===== src/rtl/pong_match_ctrl.sv =====
// Pong match sequencer: game state, level-scaled move tick, serve delay, scoring and winner.
// Optional pause feature is built only when PONG_PAUSE_EN is defined.
module pong_match_ctrl #(
  parameter int BASE_DIV    = 1000,
  parameter int DIV_STEP    = 100,
  parameter int MAX_LEVEL   = 7,
  parameter int SERVE_TICKS = 32,
  parameter int WIN_SCORE   = 5
) (
  input  logic       clk,
  input  logic       rst,
  input  logic       start,
  input  logic       pause,
  input  logic [3:0] sec1,
  input  logic       miss1,
  input  logic       miss2,
  output logic [1:0] state,
  output logic       move_tick,
  output logic       ball_reset,
  output logic       serve_dir,
  output logic [3:0] score1,
  output logic [3:0] score2,
  output logic [1:0] winner,
  output logic [2:0] level
);

  typedef enum logic [1:0] {
    ST_NEW_GAME = 2'd0,
    ST_PLAY     = 2'd1,
    ST_NEW_BALL = 2'd2,
    ST_OVER     = 2'd3
  } state_t;

  localparam int CW = $clog2(BASE_DIV + 1);
  localparam int SW = $clog2(SERVE_TICKS + 1);

  state_t        state_r, state_n;
  logic [CW-1:0] cnt_r, cnt_n, period_s;
  logic [SW-1:0] serve_cnt_r, serve_cnt_n;
  logic [2:0]    level_r, level_n, level_in_s;
  logic [3:0]    score1_r, score1_n, score2_r, score2_n;
  logic [1:0]    winner_r, winner_n;
  logic          serve_dir_r, serve_dir_n;
  logic          tick_r, tick_n;
  logic          ball_reset_r, ball_reset_n;
  logic          start_q_r, start_rise_s, wrap_s, hold_s;

  function automatic logic [2:0] clamp_level(input logic [3:0] digit);
    if (digit > 4'(MAX_LEVEL)) begin
      clamp_level = 3'(MAX_LEVEL);
    end else begin
      clamp_level = digit[2:0];
    end
  endfunction

  assign start_rise_s = start & ~start_q_r;
  assign level_in_s   = clamp_level(sec1);
  assign period_s     = CW'(BASE_DIV - DIV_STEP * int'(level_r));
  assign wrap_s       = (cnt_r == period_s - CW'(1));

`ifdef PONG_PAUSE_EN
  logic pause_q_r, paused_r, pause_rise_s;

  assign pause_rise_s = pause & ~pause_q_r;
  // A pause edge freezes the divider in the same cycle, so the count resumes exactly where it stopped
  assign hold_s = (state_r == ST_PLAY) & (paused_r | pause_rise_s);

  // Pause flag toggles on pause edges in play and drops whenever play is left
  always_ff @(posedge clk or negedge rst) begin
    if (!rst) begin
      pause_q_r <= 1'b0;
      paused_r  <= 1'b0;
    end else begin
      pause_q_r <= pause;
      if ((state_r != ST_PLAY) || (state_n != ST_PLAY)) begin
        paused_r <= 1'b0;
      end else if (pause_rise_s) begin
        paused_r <= ~paused_r;
      end else begin
        paused_r <= paused_r;
      end
    end
  end
`else
  logic unused_pause_s;

  assign unused_pause_s = pause;
  assign hold_s         = 1'b0;
`endif

  // Next-state, scoring and divider control
  always_comb begin
    state_n      = state_r;
    cnt_n        = cnt_r;
    serve_cnt_n  = serve_cnt_r;
    level_n      = level_r;
    score1_n     = score1_r;
    score2_n     = score2_r;
    winner_n     = winner_r;
    serve_dir_n  = serve_dir_r;
    tick_n       = 1'b0;
    ball_reset_n = 1'b0;

    case (state_r)
      ST_NEW_GAME: begin
        if (start_rise_s) begin
          state_n = ST_NEW_BALL;
        end else begin
          state_n = ST_NEW_GAME;
        end
      end
      ST_NEW_BALL: begin
        // Exit one cycle after the last serve wrap has been counted
        if (serve_cnt_r == SW'(SERVE_TICKS)) begin
          state_n = ST_PLAY;
        end else begin
          state_n = ST_NEW_BALL;
        end
        if (wrap_s) begin
          serve_cnt_n = serve_cnt_r + SW'(1);
        end else begin
          serve_cnt_n = serve_cnt_r;
        end
      end
      ST_PLAY: begin
        if (hold_s) begin
          state_n = ST_PLAY;
        end else if (miss1 & miss2) begin
          state_n = ST_NEW_BALL;
        end else if (miss1) begin
          score2_n    = score2_r + 4'd1;
          serve_dir_n = 1'b0;
          if (score2_n == 4'(WIN_SCORE)) begin
            winner_n = 2'd2;
            state_n  = ST_OVER;
          end else begin
            state_n  = ST_NEW_BALL;
          end
        end else if (miss2) begin
          score1_n    = score1_r + 4'd1;
          serve_dir_n = 1'b1;
          if (score1_n == 4'(WIN_SCORE)) begin
            winner_n = 2'd1;
            state_n  = ST_OVER;
          end else begin
            state_n  = ST_NEW_BALL;
          end
        end else begin
          state_n = ST_PLAY;
        end
      end
      ST_OVER: begin
        if (start_rise_s) begin
          state_n     = ST_NEW_GAME;
          score1_n    = 4'd0;
          score2_n    = 4'd0;
          winner_n    = 2'd0;
          serve_dir_n = 1'b0;
        end else begin
          state_n = ST_OVER;
        end
      end
      default: begin
        state_n = ST_NEW_GAME;
      end
    endcase

    if (state_n != state_r) begin
      cnt_n        = {CW{1'b0}};
      serve_cnt_n  = {SW{1'b0}};
      level_n      = level_in_s;
      ball_reset_n = (state_n == ST_NEW_BALL);
    end else if (hold_s) begin
      cnt_n = cnt_r;
    end else if (wrap_s) begin
      cnt_n   = {CW{1'b0}};
      level_n = level_in_s;
      tick_n  = (state_r == ST_PLAY);
    end else begin
      cnt_n = cnt_r + CW'(1);
    end
  end

  // State, divider, score and output registers
  always_ff @(posedge clk or negedge rst) begin
    if (!rst) begin
      state_r      <= ST_NEW_GAME;
      cnt_r        <= {CW{1'b0}};
      serve_cnt_r  <= {SW{1'b0}};
      level_r      <= 3'd0;
      score1_r     <= 4'd0;
      score2_r     <= 4'd0;
      winner_r     <= 2'd0;
      serve_dir_r  <= 1'b0;
      tick_r       <= 1'b0;
      ball_reset_r <= 1'b0;
      start_q_r    <= 1'b0;
    end else begin
      state_r      <= state_n;
      cnt_r        <= cnt_n;
      serve_cnt_r  <= serve_cnt_n;
      level_r      <= level_n;
      score1_r     <= score1_n;
      score2_r     <= score2_n;
      winner_r     <= winner_n;
      serve_dir_r  <= serve_dir_n;
      tick_r       <= tick_n;
      ball_reset_r <= ball_reset_n;
      start_q_r    <= start;
    end
  end

  assign state      = state_r;
  assign move_tick  = tick_r;
  assign ball_reset = ball_reset_r;
  assign serve_dir  = serve_dir_r;
  assign score1     = score1_r;
  assign score2     = score2_r;
  assign winner     = winner_r;
  assign level      = level_r;

endmodule


===== config.mk =====
export PLATFORM = sky130hd
export DESIGN_NAME = pong_match_ctrl
export DESIGN_NICKNAME = d
export VERILOG_FILES = /design/src/rtl/pong_match_ctrl.sv
export SDC_FILE = /design/constraint.sdc
export NUM_CORES = 1
export LEC_CHECK = 0
export CAP_MARGIN = 20
export CORE_MARGIN = 1.5
export CORE_UTILIZATION = 45
export CTS_CLUSTER_DIAMETER = 100
export DETAILED_ROUTE_END_ITERATION = 10
export PLACE_DENSITY = 0.67
export SLEW_MARGIN = 20
export SYNTH_ARGS = -nofsm -noshare
export SYNTH_HDL_FRONTEND = slang
export SYNTH_SLANG_ARGS = --single-unit
export TNS_END_PERCENT = 20

===== constraint.sdc =====
create_clock -name clk -period 4.7 [get_ports clk]
set_input_delay 0.705 -clock clk [delete_from_list [all_inputs] [get_ports clk]]
set_output_delay 0.705 -clock clk [all_outputs]
set_load 0.005 [all_outputs]

== Yosys cells after proc, flatten, opt, wreduce, memory -nomap -nowiden ==
Cells that the tools add are included.

* Add/subtract/negate cells: 6
* Multiply operators: 1
* Order comparisons: 1
* Eq/ne operators: 17
* Multiplexer cells: 40
* Bitwise logic cells: 3
* Reductions and logical operators: 9

{| class="wikitable"
|+ Operator list
! cell !! count
|-
| 2-bit two-way mux || 12
|-
| 4-bit two-way mux || 6
|-
| 10-bit two-way mux || 2
|-
| 6-bit two-way mux || 3
|-
| 4-bit one-hot mux with 2 select lines || 2
|-
| 10-bit by 1-bit adder with 10-bit output (second input constant) || 1
|-
| 10-bit == test || 1
|-
| 2-bit inequality test (second input constant) || 5
|-
| 10-bit by 1-bit subtractor with 10-bit output (second input constant) || 1
|-
| 10-bit subtractor (first input constant) || 1
|-
| 1-bit two-way mux || 9
|-
| 3-bit two-way mux || 3
|-
| 3-bit inequality test (second input constant) || 3
|-
| 4-bit by 1-bit adder with 4-bit output (second input constant) || 2
|-
| 4-bit by 3-bit == test with 1-bit output (second input constant) || 2
|-
| 5-bit by 3-bit multiplier with 8-bit output (first input constant) || 1
|-
| 2-bit one-hot mux with 4 select lines || 1
|-
| 4-bit AND reduction || 2
|-
| 6-bit by 1-bit adder with 6-bit output (second input constant) || 1
|-
| 2-bit == test (second input constant) || 3
|-
| 6-bit == test (second input constant) || 1
|-
| 6-bit AND reduction || 1
|-
| 2-bit nonzero test || 3
|-
| 5-bit AND reduction || 1
|-
| 9 further kinds || 10
|}

* Bits in registers: 35
* Input port bits: 10
* Output and inout bits: 18

== Depth between registers and ports, before layout ==
* Word-level depth: 10
* Gate-level depth with buffers: 11

== Least setup slack after synthesis ==
OpenSTA, ideal clock, no wires.

* Path type: reg2reg
* Start: register level_r[1], in the netlist level[1]
* End: register serve_cnt_r[5]
* Setup time: 0.081 ns
* Arrival: 2.747 ns
* Required time: 4.619 ns
* Setup slack: 1.872 ns
* Cell stages (with the launch flop): 11
* Path buffers: 0
* Clock period less this slack: 2.828 ns
* Cells stage by stage: dfrtp_1 inv_1 ha_1 ha_1 ha_1 nor3_1 o211a_1 o2111a_1 o2111ai_1 or3_1 a21oi_1

* Cells in the longest elaborated chain, start to end: 6

{| class="wikitable"
|+ Ends and longest elaborated chain
! what !! line !! RTL
|-
| start: declaration || 40 || <nowiki>logic [2:0] level_r, level_n, level_in_s;</nowiki>
|-
| start signal: assignment || 202 || <nowiki>level_r <= level_n;</nowiki>
|-
| 5-bit by 3-bit multiplier with 8-bit output || 58 || <nowiki>assign period_s = CW'(BASE_DIV - DIV_STEP * int'(level_r));</nowiki>
|-
| 10-bit subtractor || 58 ||
|-
| 10-bit by 1-bit subtractor with 10-bit output || 59 || <nowiki>assign wrap_s = (cnt_r == period_s - CW'(1));</nowiki>
|-
| 10-bit == test || 59 ||
|-
| 2-bit nonzero test (no line) || - ||
|-
| 2-bit AND reduction (no line) || - ||
|-
| end signal: assignment || 189 || <nowiki>serve_cnt_r <= {SW{1'b0}};</nowiki>
|-
| end signal: assignment || 201 || <nowiki>serve_cnt_r <= serve_cnt_n;</nowiki>
|-
| end: declaration || 39 || <nowiki>logic [SW-1:0] serve_cnt_r, serve_cnt_n;</nowiki>
|}

Every way passes these cells.
A chain may end at the register's enable or synchronous reset.

== Worst setup path in the final report ==
* Start: register level_r[1], in the netlist level[1]
* End: register level_r[1], in the netlist level[1]

* Cells in the longest elaborated chain, start to end: 5

{| class="wikitable"
|+ Ends and longest elaborated chain
! what !! line
|-
| 5-bit by 3-bit multiplier with 8-bit output || 58
|-
| 10-bit subtractor || 58
|-
| 10-bit by 1-bit subtractor with 10-bit output || 59
|-
| 10-bit == test || 59
|-
| 2-bit nonzero test (no line) || -
|}

Every way passes these cells.

==> impl_metrics.py <==
metrics = {
    "final_layout": {
        "drive_above_1_share_pct": 7.91,
        "final_common_cell": "dfrtp_1",
        "layout_common_cells": "dfrtp_1, clkdlybuf4s50_1, nor2_1",
        "num_antenna_cells": 0,
        "num-fill-cells": 434,
        "layout.nets": 279,
        "syn_to_final_growth_pct": 17.6,
        "multi_input_area_sq_um": 1210,
        "fin_cells": 307,
        "regArea_sq_um": 876,
    },
    "cts": {
        "insertion_delay_ns": 0.28,
        "cts_tree": "done",
        "cts_buffer_depth": 2,
        "cts_buffers": 5,
        "hold_buffers": 0,
        "clkTransAtPathRegs_ns": 0.07,
        "ctsResizeCount": 0,
        "htreeDepth": 2,
        "cts_setup_buffers": 0,
        "clock-sinks": 35,
        "root_buffer": "clkbuf_8",
    },
    "timing": {
        "finalClockSkew_ns": 0.00771,
        "finalSetupTns_ns": 0,
        "worst_pin_slew_ns": 0.798,
        "period_needed_ns": 3.27,
        "slew_viol_final": 0,
        "max-slew-margin-rel_pct": 46.8,
        "rsz0062_at_grt": "false",
        "min_period_over_period_pct": 69.7,
        "max_freq_ghz": 0.305,
        "hold_violations": 0,
        "final-setup-viol-count": 0,
    },
    "grt": {
        "grtUsageMet1_pct": 22.4,
        "grt_pass1_wl_um": 6800,
        "grt_util_met3_pct": 4.58,
        "grt_antenna_before_repair": 0,
        "grt_max_degree": 36,
        "grt_pass1_vias": 1541,
        "grt_busiest_layer": "met2",
        "use_met2_pct": 25.7,
        "overflow": 0,
        "grt.total_usage_pct": 16.3,
    },
    "drt": {
        "vias": 1649,
        "wl_um": 3960,
        "wl_per_cell_um": 12.9,
        "drcViolationCount": 0,
        "drtAntennaViolNets": 0,
        "drt_iter0_drc": 41,
        "firstDrtPassIters": 4,
        "viasPerCell": 5.37,
    },
    "synth": {
        "ys_warn_count": 0,
        "syn_area_per_cell_sq_um": 9.61,
        "yosysUniqueCellTypes": 51,
        "synthArstFlopShare_pct": 100,
        "synth_cells": 225,
        "synth_edf_count": 0,
        "syn_nets": 250,
        "ys.flop_type": "dfrtp_1",
        "yosysSeqAreaShare_pct": 40.5,
        "syn-cell-area_sq_um": 2160,
        "synth-seq-cells": 35,
    },
    "critical_path": {
        "required_ns": 4.90,
        "endpoint_kind": "flip-flop",
        "path_max_fanout": 13,
        "slowest_delay_ns": 0.52,
        "critPathLaunchType": "flip-flop",
        "crit_buf_inv": 1,
        "cpLargestDelayFamily": "compound AO/OA/AOI/OAI gates",
        "crit_arrival_ns": 3.48,
        "slowest_stage": "o21bai_2",
        "path_cells": "inv_1 -> ha_1 -> ha_1 -> ha_1 -> nor3_1 -> o211a_1 -> o2111a_1 -> nor2_1 -> o21bai_2 -> mux2i_1",
        "crit_top_cell": "ha_1",
        "critPathKind": "flip-flop to flip-flop",
    },
    "placed_design": {
        "detailed_place_hpwl_um": 2880,
        "place_inst": 301,
        "port_buffers": 26,
        "finalWeightedCongestion": 0.801,
    },
    "die": {
        "rows": 25,
        "die_h_um": 72.3,
        "dieArea_sq_um": 5230,
        "fp.coreArea_sq_um": 4660,
        "fp.dieW_um": 72.3,
        "start_util_pct": 46.4,
        "num_io_pins": 28,
    },
    "hold_path": {
        "hp-class": "flip-flop to flip-flop",
    },
    "run_status": {
        "status": "finished clean",
    },
    "power": {
        "p_leak_nw": 1.12,
        "ir_worst_vdd_uv": 325,
        "p_per_area_nw_per_um2": 465,
    },
    "job": {
        "cap_violations": 0,
    },
}
-- power by group --
| group | switching (mW) | internal [mW] |
|---|---|---|
| Sequential | 0.0845 | 0.357 |
| Clock | 0.102 | 0.0988 |
| Combinational | 0.282 | 0.258 |
| Total | 0.468 | 0.714 |
-- metrics by stage --
step | cell area [sq um] | hold WS [ns] | util, % | power [mW] | setup slack, ns
2_1_floorplan | 2160 | 0.409 | - | 0.853 | 1.87
5_1_grt | 2540 | 0.495 | 54.6 | 1.26 | 1.20
4_1_cts | 2540 | 0.489 | 54.6 | 1.19 | 1.38
3_3_place_gp | 2470 | 0.467 | 53.0 | 0.977 | 1.46
3_5_place_dp | 2470 | 0.469 | 53.0 | 0.989 | 1.37
6_report | 2540 | 0.486 | 54.6 | 1.18 | 1.43
-- per-layer routing --
metal / vias to the layer above / wire, um / part of all wire [%]
met3: 4 / 80 / 2.0
met5: - / 0 / 0
li1: 842 / - / -
met4: 0 / 30 / 0.76
met1: 788 / 2020 / 51
met2: 15 / 1830 / 46
-- sequential cells by signal (all words and copies together), names as in the netlist --
| name | flops |
|---|---|
| cnt_r | 10 |
| serve_dir | 1 |
| start_q_r | 1 |
| score1 | 4 |
| move_tick | 1 |
| winner | 2 |
| score2 | 4 |
| serve_cnt_r | 6 |
| ball_reset | 1 |
| state | 2 |
| level | 3 |
-- logic make-up after synthesis --
kind of cell | Yosys count | share of synthesized area, %
buf+inv | 19 | 3.70
mux | 7 | 3.36
simple gates | 84 | 20.2
compound gates | 47 | 16.3
flops | 35 | 40.5
fa+ha+maj | 15 | 8.68
xor+xnor | 18 | 7.29
-- synth_stat cells, types with 2 or more instances --
| cell type | n | area [sq um] |
|---|---|---|
| dfrtp_1 | 35 | 876 |
| nor2_1 | 25 | 93.8 |
| nand2_1 | 20 | 75.1 |
| o21ai_0 | 16 | 80.1 |
| ha_1 | 15 | 188 |
| inv_1 | 14 | 52.6 |
| nand3_1 | 10 | 50.1 |
| xnor2_1 | 9 | 78.8 |
| xor2_1 | 9 | 78.8 |
| a21oi_1 | 7 | 35.0 |
| mux2i_1 | 5 | 50.1 |
| nand2b_1 | 4 | 25.0 |
| nor2b_1 | 4 | 25.0 |
| or3_1 | 4 | 25.0 |
| clkbuf_1 | 3 | 11.3 |
| o31ai_1 | 3 | 22.5 |
| a211oi_1 | 2 | 15.0 |
| a32oi_1 | 2 | 17.5 |
| and2b_2 | 2 | 17.5 |
| mux2_2 | 2 | 22.5 |
| nand4_1 | 2 | 12.5 |
| nor4b_1 | 2 | 17.5 |
| or2_2 | 2 | 12.5 |
-- layout make-up --
| class | count | area share, % |
|---|---|---|
| clock buffer | 6 | 2.85 |
| inverter | 14 | 2.07 |
| multi-input combinational | 171 | 47.4 |
| sequential | 35 | 34.4 |
| tap | 54 | 2.66 |
| timing repair buffer | 27 | 10.5 |
-- worst paths after layout --
path,start,to,slack (ns),cells after the start
min in group asynchronous,rst,score1[0]$_DFFE_PN0P_,0.83,2
worst min register to register,cnt_r[0]$_DFF_PN0_,cnt_r[0]$_DFF_PN0_,0.49,1
worst min-delay path,cnt_r[0]$_DFF_PN0_,cnt_r[0]$_DFF_PN0_,0.49,1
worst max-delay path,level[1]$_DFFE_PN0P_,level[1]$_DFFE_PN0P_,1.43,10
max in group asynchronous,rst,score2[0]$_DFFE_PN0P_,3.54,2
worst max register to register,level[1]$_DFFE_PN0P_,level[1]$_DFFE_PN0P_,1.43,10
No activity file was read; power rests on OpenSTA's default activity.
